--- src/rtl/alu_pkg.sv ---
// Shared ALU definitions: op codes used by the ALU decode and the
// multi-cycle multiply/divide sequencer state encoding.
package alu_pkg;

  localparam logic [3:0] ALU_OP_MUL = 4'd9;
  localparam logic [3:0] ALU_OP_DIV = 4'd10;

  typedef enum logic [1:0] {
    IDLE,
    CALC,
    DONE
  } muldiv_state_t;

endpackage

--- src/rtl/muldiv_step.sv ---
// One iteration of either a shift-add multiply or a restoring divide.
// Accumulator layout: {high half, low half}; low half holds multiplier / quotient.
module muldiv_step #(
  parameter int unsigned WIDTH = 16
) (
  input  logic [2*WIDTH-1:0] acc,
  input  logic [WIDTH-1:0]   operand,
  input  logic               is_div,
  output logic [2*WIDTH-1:0] acc_next
);

  logic [WIDTH:0] sum;
  logic [WIDTH:0] rem_shift;
  logic [WIDTH:0] diff;

  always_comb begin
    sum       = '0;
    rem_shift = '0;
    diff      = '0;
    acc_next  = '0;
    if (is_div) begin
      // Shift {rem, dividend} left one bit and try subtracting the divisor.
      rem_shift = acc[2*WIDTH-1:WIDTH-1];
      if (rem_shift >= {1'b0, operand}) begin
        diff     = rem_shift - {1'b0, operand};
        acc_next = {diff[WIDTH-1:0], acc[WIDTH-2:0], 1'b1};
      end else begin
        acc_next = {rem_shift[WIDTH-1:0], acc[WIDTH-2:0], 1'b0};
      end
    end else begin
      // The carry out of the add shifts into the product's top bit.
      sum      = {1'b0, acc[2*WIDTH-1:WIDTH]} + (acc[0] ? {1'b0, operand} : '0);
      acc_next = {sum, acc[WIDTH-1:1]};
    end
  end

endmodule

--- src/rtl/muldiv_sequencer.sv ---
// Multi-cycle unsigned MUL/DIV engine for the execute stage.
// Optional `MULDIV_REMAINDER_EN`: drive the DIV remainder on resultUpperWord.
module muldiv_sequencer
  import alu_pkg::*;
#(
  parameter int unsigned WIDTH = 16
) (
  input  logic             clk,
  input  logic             rst_n,
  input  logic             start,
  input  logic [3:0]       ALU_OP,
  input  logic [WIDTH-1:0] Rdst,
  input  logic [WIDTH-1:0] Rsrc,
  input  logic             ZF_in,
  input  logic             NF_in,
  input  logic             CF_in,
  input  logic             flush,
  output logic             stall,
  output logic             done,
  output logic [WIDTH-1:0] resultLowerWord,
  output logic [WIDTH-1:0] resultUpperWord,
  output logic             ZF_out,
  output logic             NF_out,
  output logic             CF_out
);

  muldiv_state_t     state, state_next;
  logic [4:0]        cnt;
  logic [2*WIDTH-1:0] acc, acc_next;
  logic [WIDTH-1:0]  operand_q;
  logic              op_div_q;
  logic              cf_q;
  logic              op_valid, op_is_div;
  logic              accept, div_zero, finish;

  assign op_is_div = (ALU_OP == ALU_OP_DIV);
  assign op_valid  = (ALU_OP == ALU_OP_MUL) || op_is_div;

  muldiv_step #(.WIDTH(WIDTH)) u_step (
    .acc      (acc),
    .operand  (operand_q),
    .is_div   (op_div_q),
    .acc_next (acc_next)
  );

  always_ff @(posedge clk or negedge rst_n) begin
    if (!rst_n) state <= IDLE;
    else        state <= state_next;
  end

  always_comb begin
    state_next = state;
    stall      = 1'b0;
    done       = 1'b0;
    accept     = 1'b0;
    div_zero   = 1'b0;
    finish     = 1'b0;
    unique case (state)
      IDLE: begin
        if (start && op_valid) begin
          stall  = 1'b1;
          accept = 1'b1;
          if (op_is_div && (Rsrc == '0)) begin
            div_zero   = 1'b1;
            state_next = DONE;
          end else begin
            state_next = CALC;
          end
        end
      end
      CALC: begin
        stall = 1'b1;
        if (flush) begin
          state_next = IDLE;
        end else if (cnt == '0) begin
          finish     = 1'b1;
          state_next = DONE;
        end
      end
      DONE: begin
        done       = ~flush;
        state_next = IDLE;
      end
      default: state_next = IDLE;
    endcase
  end

  always_ff @(posedge clk or negedge rst_n) begin
    if (!rst_n) begin
      cnt       <= '0;
      acc       <= '0;
      operand_q <= '0;
      op_div_q  <= 1'b0;
      cf_q      <= 1'b0;
    end else if (accept) begin
      cnt       <= 5'(WIDTH - 1);
      acc       <= {{WIDTH{1'b0}}, (op_is_div ? Rdst : Rsrc)};
      operand_q <= op_is_div ? Rsrc : Rdst;
      op_div_q  <= op_is_div;
      cf_q      <= CF_in;
    end else if (state == CALC) begin
      acc <= acc_next;
      cnt <= cnt - 5'd1;
    end
  end

  // Results load on the edge entering DONE, so they are visible while done is high.
  always_ff @(posedge clk or negedge rst_n) begin
    if (!rst_n) begin
      resultLowerWord <= '0;
      resultUpperWord <= '0;
      ZF_out          <= 1'b0;
      NF_out          <= 1'b0;
      CF_out          <= 1'b0;
    end else if (div_zero) begin
      resultLowerWord <= '1;
`ifdef MULDIV_REMAINDER_EN
      resultUpperWord <= Rdst;
`else
      resultUpperWord <= '0;
`endif
      ZF_out          <= 1'b0;
      NF_out          <= 1'b1;
      CF_out          <= 1'b1;
    end else if (finish) begin
      resultLowerWord <= acc_next[WIDTH-1:0];
      CF_out          <= cf_q;
      if (op_div_q) begin
`ifdef MULDIV_REMAINDER_EN
        resultUpperWord <= acc_next[2*WIDTH-1:WIDTH];
`else
        resultUpperWord <= '0;
`endif
        NF_out <= acc_next[WIDTH-1];
        ZF_out <= (acc_next[WIDTH-1:0] == '0);
      end else begin
        resultUpperWord <= acc_next[2*WIDTH-1:WIDTH];
        NF_out          <= acc_next[2*WIDTH-1];
        ZF_out          <= (acc_next == '0);
      end
    end
  end

endmodule

--- config.mk ---
export PLATFORM = sky130hd
export DESIGN_NAME = muldiv_sequencer
export DESIGN_NICKNAME = d
export VERILOG_FILES = /design/src/rtl/alu_pkg.sv /design/src/rtl/muldiv_step.sv /design/src/rtl/muldiv_sequencer.sv
export SDC_FILE = /design/constraint.sdc
export NUM_CORES = 1
export LEC_CHECK = 0
export BUFFER_PORTS_ARGS = -buffer_cell sky130_fd_sc_hd__buf_2
export CORE_UTILIZATION = 55
export DETAILED_ROUTE_END_ITERATION = 8
export GPL_ROUTABILITY_DRIVEN = 0
export HOLD_SLACK_MARGIN = 0.06
export PLACE_DENSITY = 0.76
export SLEW_MARGIN = 20
export SYNTH_ARGS = -nofsm -noshare
export SYNTH_HDL_FRONTEND = slang
export SYNTH_SLANG_ARGS = --single-unit
--- constraint.sdc ---
create_clock -name clk -period 3.6 [get_ports clk]
set_input_delay 0.18 -clock clk [delete_from_list [all_inputs] [get_ports clk]]
set_output_delay 0.18 -clock clk [all_outputs]
set_load 0.005 [all_outputs]
* Word level (Yosys, flattened, before mapping)
Cells that the tools add are included.
Storage, ports and cells: bits in registers 92, logic and storage cells 70
Operators by class: add/sub/neg operators 3, order comparisons 1, eq/ne operators 6, multiplexer cells 37, bitwise gates (word level) 1, reduce and logical (&&, ||, !) cells 11
Operators with widths (number):
- $mux 16 | 8
- $mux 32 | 4
- $logic_not 16->1 | 2
- $logic_not 32->1 | 1
- $add 16x16->17 | 1
- $ge 17x16->1 | 1
- $mux 1 | 17
- $sub 16x16->16 | 1
- $mux 5 | 2
- $eq 4x4->1 const B | 2
- $mux 2 | 4
- $logic_not 5->1 | 1
- $sub 5x1->5 const B | 1
- $pmux 2 s2 | 1
- $reduce_bool 2->1 | 2
- $ne 3x3->1 const B | 1
- $eq 2x1->1 const B | 1
- $eq 2x2->1 const B | 1
- $logic_and 1x1->1 | 2
- $logic_not 2->1 | 1
- $ne 2x2->1 const B | 1
- $pmux 1 s2 | 1
- $reduce_and 2->1 | 1
- $logic_or 1x1->1 | 1
- $not 1->1 | 1

* Longest topological paths before layout
depth in word-level cells 7, depth in mapped cells 13, gate-level depth less buffers 13

* Cells and area by module
A second synthesis with hierarchy kept.
Unflattened totals: cell total of the unflattened synthesis 735, area, all modules 6439.9 um2
By module, submodules not included:
- muldiv_sequencer | times used 1, cells an instance 432, area each 4234.1 um2, seq. area each 2302.2 um2
- muldiv_step | times used 1, cells an instance 303, area each 2205.9 um2, seq. area each 0.0 um2

* Worst setup path before layout
Ideal clock, no wire load.
path type reg2reg, start reg acc[0], end reg acc[29], arrival time 2.566 ns, data required time 3.482 ns, path slack 0.916 ns, stages on the path, launching flop included 13, path buffers 2, clock period less this slack 2.684 ns, path through dfrtp_1 -> clkbuf_1 -> and2_1 -> ha_1 -> clkbuf_1 -> o21a_1 -> o21ai_1 -> nor2_1 -> a221oi_1 -> o21a_1 -> mux2i_1 -> a21oi_1 -> a21o_1
On the way: longest elaborated chain between the ends 5
Ends and longest elaborated chain:
- start: declaration | RTL line muldiv_sequencer.sv:29 | logic [2*WIDTH-1:0] acc, acc_next;
- start signal: assignment | RTL line muldiv_sequencer.sv:97 | acc <= {{WIDTH{1'b0}}, (op_is_div ? Rdst : Rsrc)};
- start signal: assignment | RTL line muldiv_sequencer.sv:102 | acc <= acc_next;
- $mux 16 | RTL line muldiv_step.sv:32 | sum = {1'b0, acc[2*WIDTH-1:WIDTH]} + (acc[0] ? {1'b0, operand} : '0);
- $add 16x16->17 | RTL line muldiv_step.sv:32
- $mux 32 | RTL line muldiv_step.sv:21 | if (is_div) begin
- $mux 32 | RTL line muldiv_sequencer.sv:101 | end else if (state == CALC) begin
- $mux 32 | RTL line muldiv_sequencer.sv:95 | end else if (accept) begin
Every way passes these cells. The select of a mux whose other input is x is not followed. A chain may end at the register's enable or synchronous reset.

* Final worst setup path
start reg acc[28], end reg ZF_out
On the way: longest elaborated chain between the ends 7, elaborated cells between the ends (all ways) 10, classes of those cells add/sub: 2; order compare: 1; mux: 5; reduce/logical: 2
Ends and longest elaborated chain:
- $sub 16x16->16 or $ge 17x16->1 (tied branches) | RTL line muldiv_step.sv:25, muldiv_step.sv:24
- $mux 32 | RTL line muldiv_step.sv:24 | if (rem_shift >= {1'b0, operand}) begin
- $mux 32 * | RTL line muldiv_step.sv:21
- $logic_not 32->1 or $logic_not 16->1 (tied branches) | RTL line muldiv_sequencer.sv:139, muldiv_sequencer.sv:135
- $mux 1 * | RTL line muldiv_sequencer.sv:128 | if (op_div_q) begin
- $mux 1 * | RTL line muldiv_sequencer.sv:125 | end else if (finish) begin
- $mux 1 * | RTL line muldiv_sequencer.sv:115 | end else if (div_zero) begin
- end signal: assignment | RTL line muldiv_sequencer.sv:135 | ZF_out <= (acc_next[WIDTH-1:0] == '0);
- end signal: assignment | RTL line muldiv_sequencer.sv:139 | ZF_out <= (acc_next == '0);
- end: declaration | RTL line muldiv_sequencer.sv:22 | output logic ZF_out,
Mark *: on every way between the ends. The rest lies on a longest branch, timed or not. The select of a mux whose other input is x is not followed.

==> metrics <==
outcome finished, final reports clean; Die ar. roughly 0.012 mm^2; DRC viols 0; DRT iter0 DRCs 424; largest net degree at the start of global routing 75; CP max stage delay 0.46 ns; cts bufs inserted 9; Clk Latency, worst-skew pair 0.35 ns; Die H 109 um; first-pass GRT wire length 28400 um; syn_nets 779; setup TNS 0 ns; Syn. warnings 0; routed vias 5850; Fmax between 200 and 300 MHz; Slowest cell on crit path nor4_1; Post-Route Skew approximately 0.012 ns; CTS clk-pin slew, worst paths 0.08 ns; Clock Path Buffers 2; largest area contributor in the netlist dfrtp_1; Routed Wire Length 17600 um; initial antenna violation count 0; commonest cells after routing, fill and taps aside dfrtp_1 (91), nand2_1 (82), buf_2 (76), nor2_1 (48), mux2i_1 (48); number of global-route vias before repair ~5.7k; endpoints failing setup 0; Post-synth EDFFs 0; most frequent cell on the critical path o2111ai_1; Cell Pwr Density 752 mW/mm^2; max-cap check violation count 0; Yosys top cell area share 36.8%; ant diodes 0; root buffer cell clkbuf_16; CP Class register to register; Avg WL per Cell 19.3 um; commonest non-fill, non-tap cell in the layout dfrtp_1; Non-Filler Instances 914; via/cell ratio 6.40; class of the worst hold path primary input to register; CP cell instances ha_1 > and4b_1 > and2_2 > a22o_1 > nor3_2 > a311oi_1 > o2111ai_1 > nor4_1 > o2111ai_1 > o21ai_1; Mapped Cells 700; Detailed Place HPWL 13000 um; CP Max Fanout 10; Min Clock Period, post-route 3.42 ns; sequential-to-total area share from yosys stat about 37%; clock sink total 92; # port buffers 77; CTS tree yes; RSZ-0062 raised after global routing no; Fill cells 894; maximum vdd drop about 350 uV; # IOs 80; Die W 109 um; placed cells 896; static leakage ~3.3 nW; synthesized cell area 0.00625 mm^2; final hold viol count 0; 1st-pass router iterations 5; Final Max Tran Viols 0; CORE AREA 0.0109 mm^2; Register Area 0.00230 mm^2; synth top area cells dfrtp_1 (37%), mux2i_1 (7.7%), ha_1 (6.8%); grt total ovfl 0; area taken by multi-input logic gates 0.00370 mm^2; GRT Resource Usage Total 31.2%; antenna-violating nets left 0; crit path DAT 3.70 ns; Worst Max-Slew Pin Slew about 1.0 ns; Seq cells post-synth 92; Initial Util 57.2%; htree depth 3; Period Utilization, post-route approximately 95%; unique cell type count in the Yosys netlist 74; critical path launch point type register; Slew headroom 33.5%; FFs w/ async S/R, synth 100%; Rows 38; Area growth syn-to-layout 13.8%; Worst EP required ~3.9 ns; Mean Syn Cell Area 8.93 um^2; CP Capture Type register; Post-synth top flop dfrtp_1; final core utilization 65.1%; Final nets 848; fraction of layout cells with a size suffix above 1 ~16%
what timing repair did:
action	4_1_cts	5_1_grt
hold buffers	2	0
hold endpoints to repair	74	0
endpoints found under the setup margin	0	1
gates resized for setup	0	1
buffers inserted	0	0
routing by layer:
layer	up-vias	track usage [%]	share of wire, %	wire, um
met5	-	0	0	0
met4	0	15.3	3.9	696
met3	54	3.89	6.9	1210
met2	300	51.4	46	8180
met1	2802	40.6	43	7540
li1	2694	-	-	-
registers in the layout, summed over array words and instances (netlist names):
register / flops
operand_q: 16
ZF_out: 1
cnt: 5
op_div_q: 1
NF_out: 1
resultUpperWord: 16
resultLowerWord: 16
cf_q: 1
state: 2
CF_out: 1
acc: 32
report_power, final:
group          switching [W]  total, W  internal, W  leakage (nW)
registers           0.000265   0.00152      0.00125          1.21
clock network       0.000470  0.000965     0.000494         0.149
logic                0.00175   0.00287      0.00112          1.99
stage by stage:
step           total power (W)  setup WS [ns]  hold WS (ns)  instance area (um^2)
3_3_place_gp           0.00420          0.258         0.371                  6790
3_5_place_dp           0.00430          0.165         0.385                  6790
5_1_grt                0.00569         0.0603         0.178                  7120
2_1_floorplan          0.00357          0.916        -0.116                  6250
6_report               0.00535          0.178         0.147                  7120
4_1_cts                0.00527          0.116         0.148                  7110
synth_stat cells, drive strengths merged (3+ instances only):
cell	instances
dfrtp	92
nand2	82
o21ai	49
mux2i	48
nor2	48
a21oi	44
ha	34
inv	32
clkbuf	25
and2	21
nand3	18
o221ai	16
nor3	13
xnor2	13
xor2	12
nor4	11
a22o	10
buf	9
a21o	8
a31oi	8
o21a	8
a311oi	7
and3	7
o31ai	7
nand4	6
o211ai	6
a211oi	4
nor2b	4
o2111ai	4
or2	4
and4	3
nand2b	3
o21bai	3
or3	3
layout make-up:
cell class	instances	area share [%]
multi-input cells	540	52.0
flip-flops and latches	92	32.4
well taps	140	2.46
repair buffers	92	7.10
clock buffers	9	3.16
clock inverters	7	1.14
inverters	34	1.79
worst max-delay path: cells and delay by family, from the launching register on:
kind            cells  cell delay [ns]
compound gates      5             1.24
flops               1             0.44
simple gates        4             1.28
fa+ha+maj           1             0.40
path summary, 6_finish.rpt:
kind	to	cells after the start	start	slack, ns
max in group asynchronous	cf_q	3	rst_n	2.24
worst max register to register	ZF_out	10	acc[28]	0.18
worst max-delay path	ZF_out	10	acc[28]	0.18
min in group asynchronous	resultUpperWord[3]	2	rst_n	0.52
worst min register to register	resultUpperWord[11]	2	resultUpperWord[11]	0.47
worst min-delay path	operand_q[5]	3	Rdst[5]	0.15
kinds of logic after synthesis:
family          count (synthesis)  synth area share, %
compound gates                199                 22.0
xor+xnor                       25                 3.50
simple gates                  231                 18.1
flops                          92                 36.8
mux                            49                 7.86
fa+ha+maj                      36                 7.44
buf+inv                        68                 4.20
Note: power is estimated with default switching activity, not from simulation.
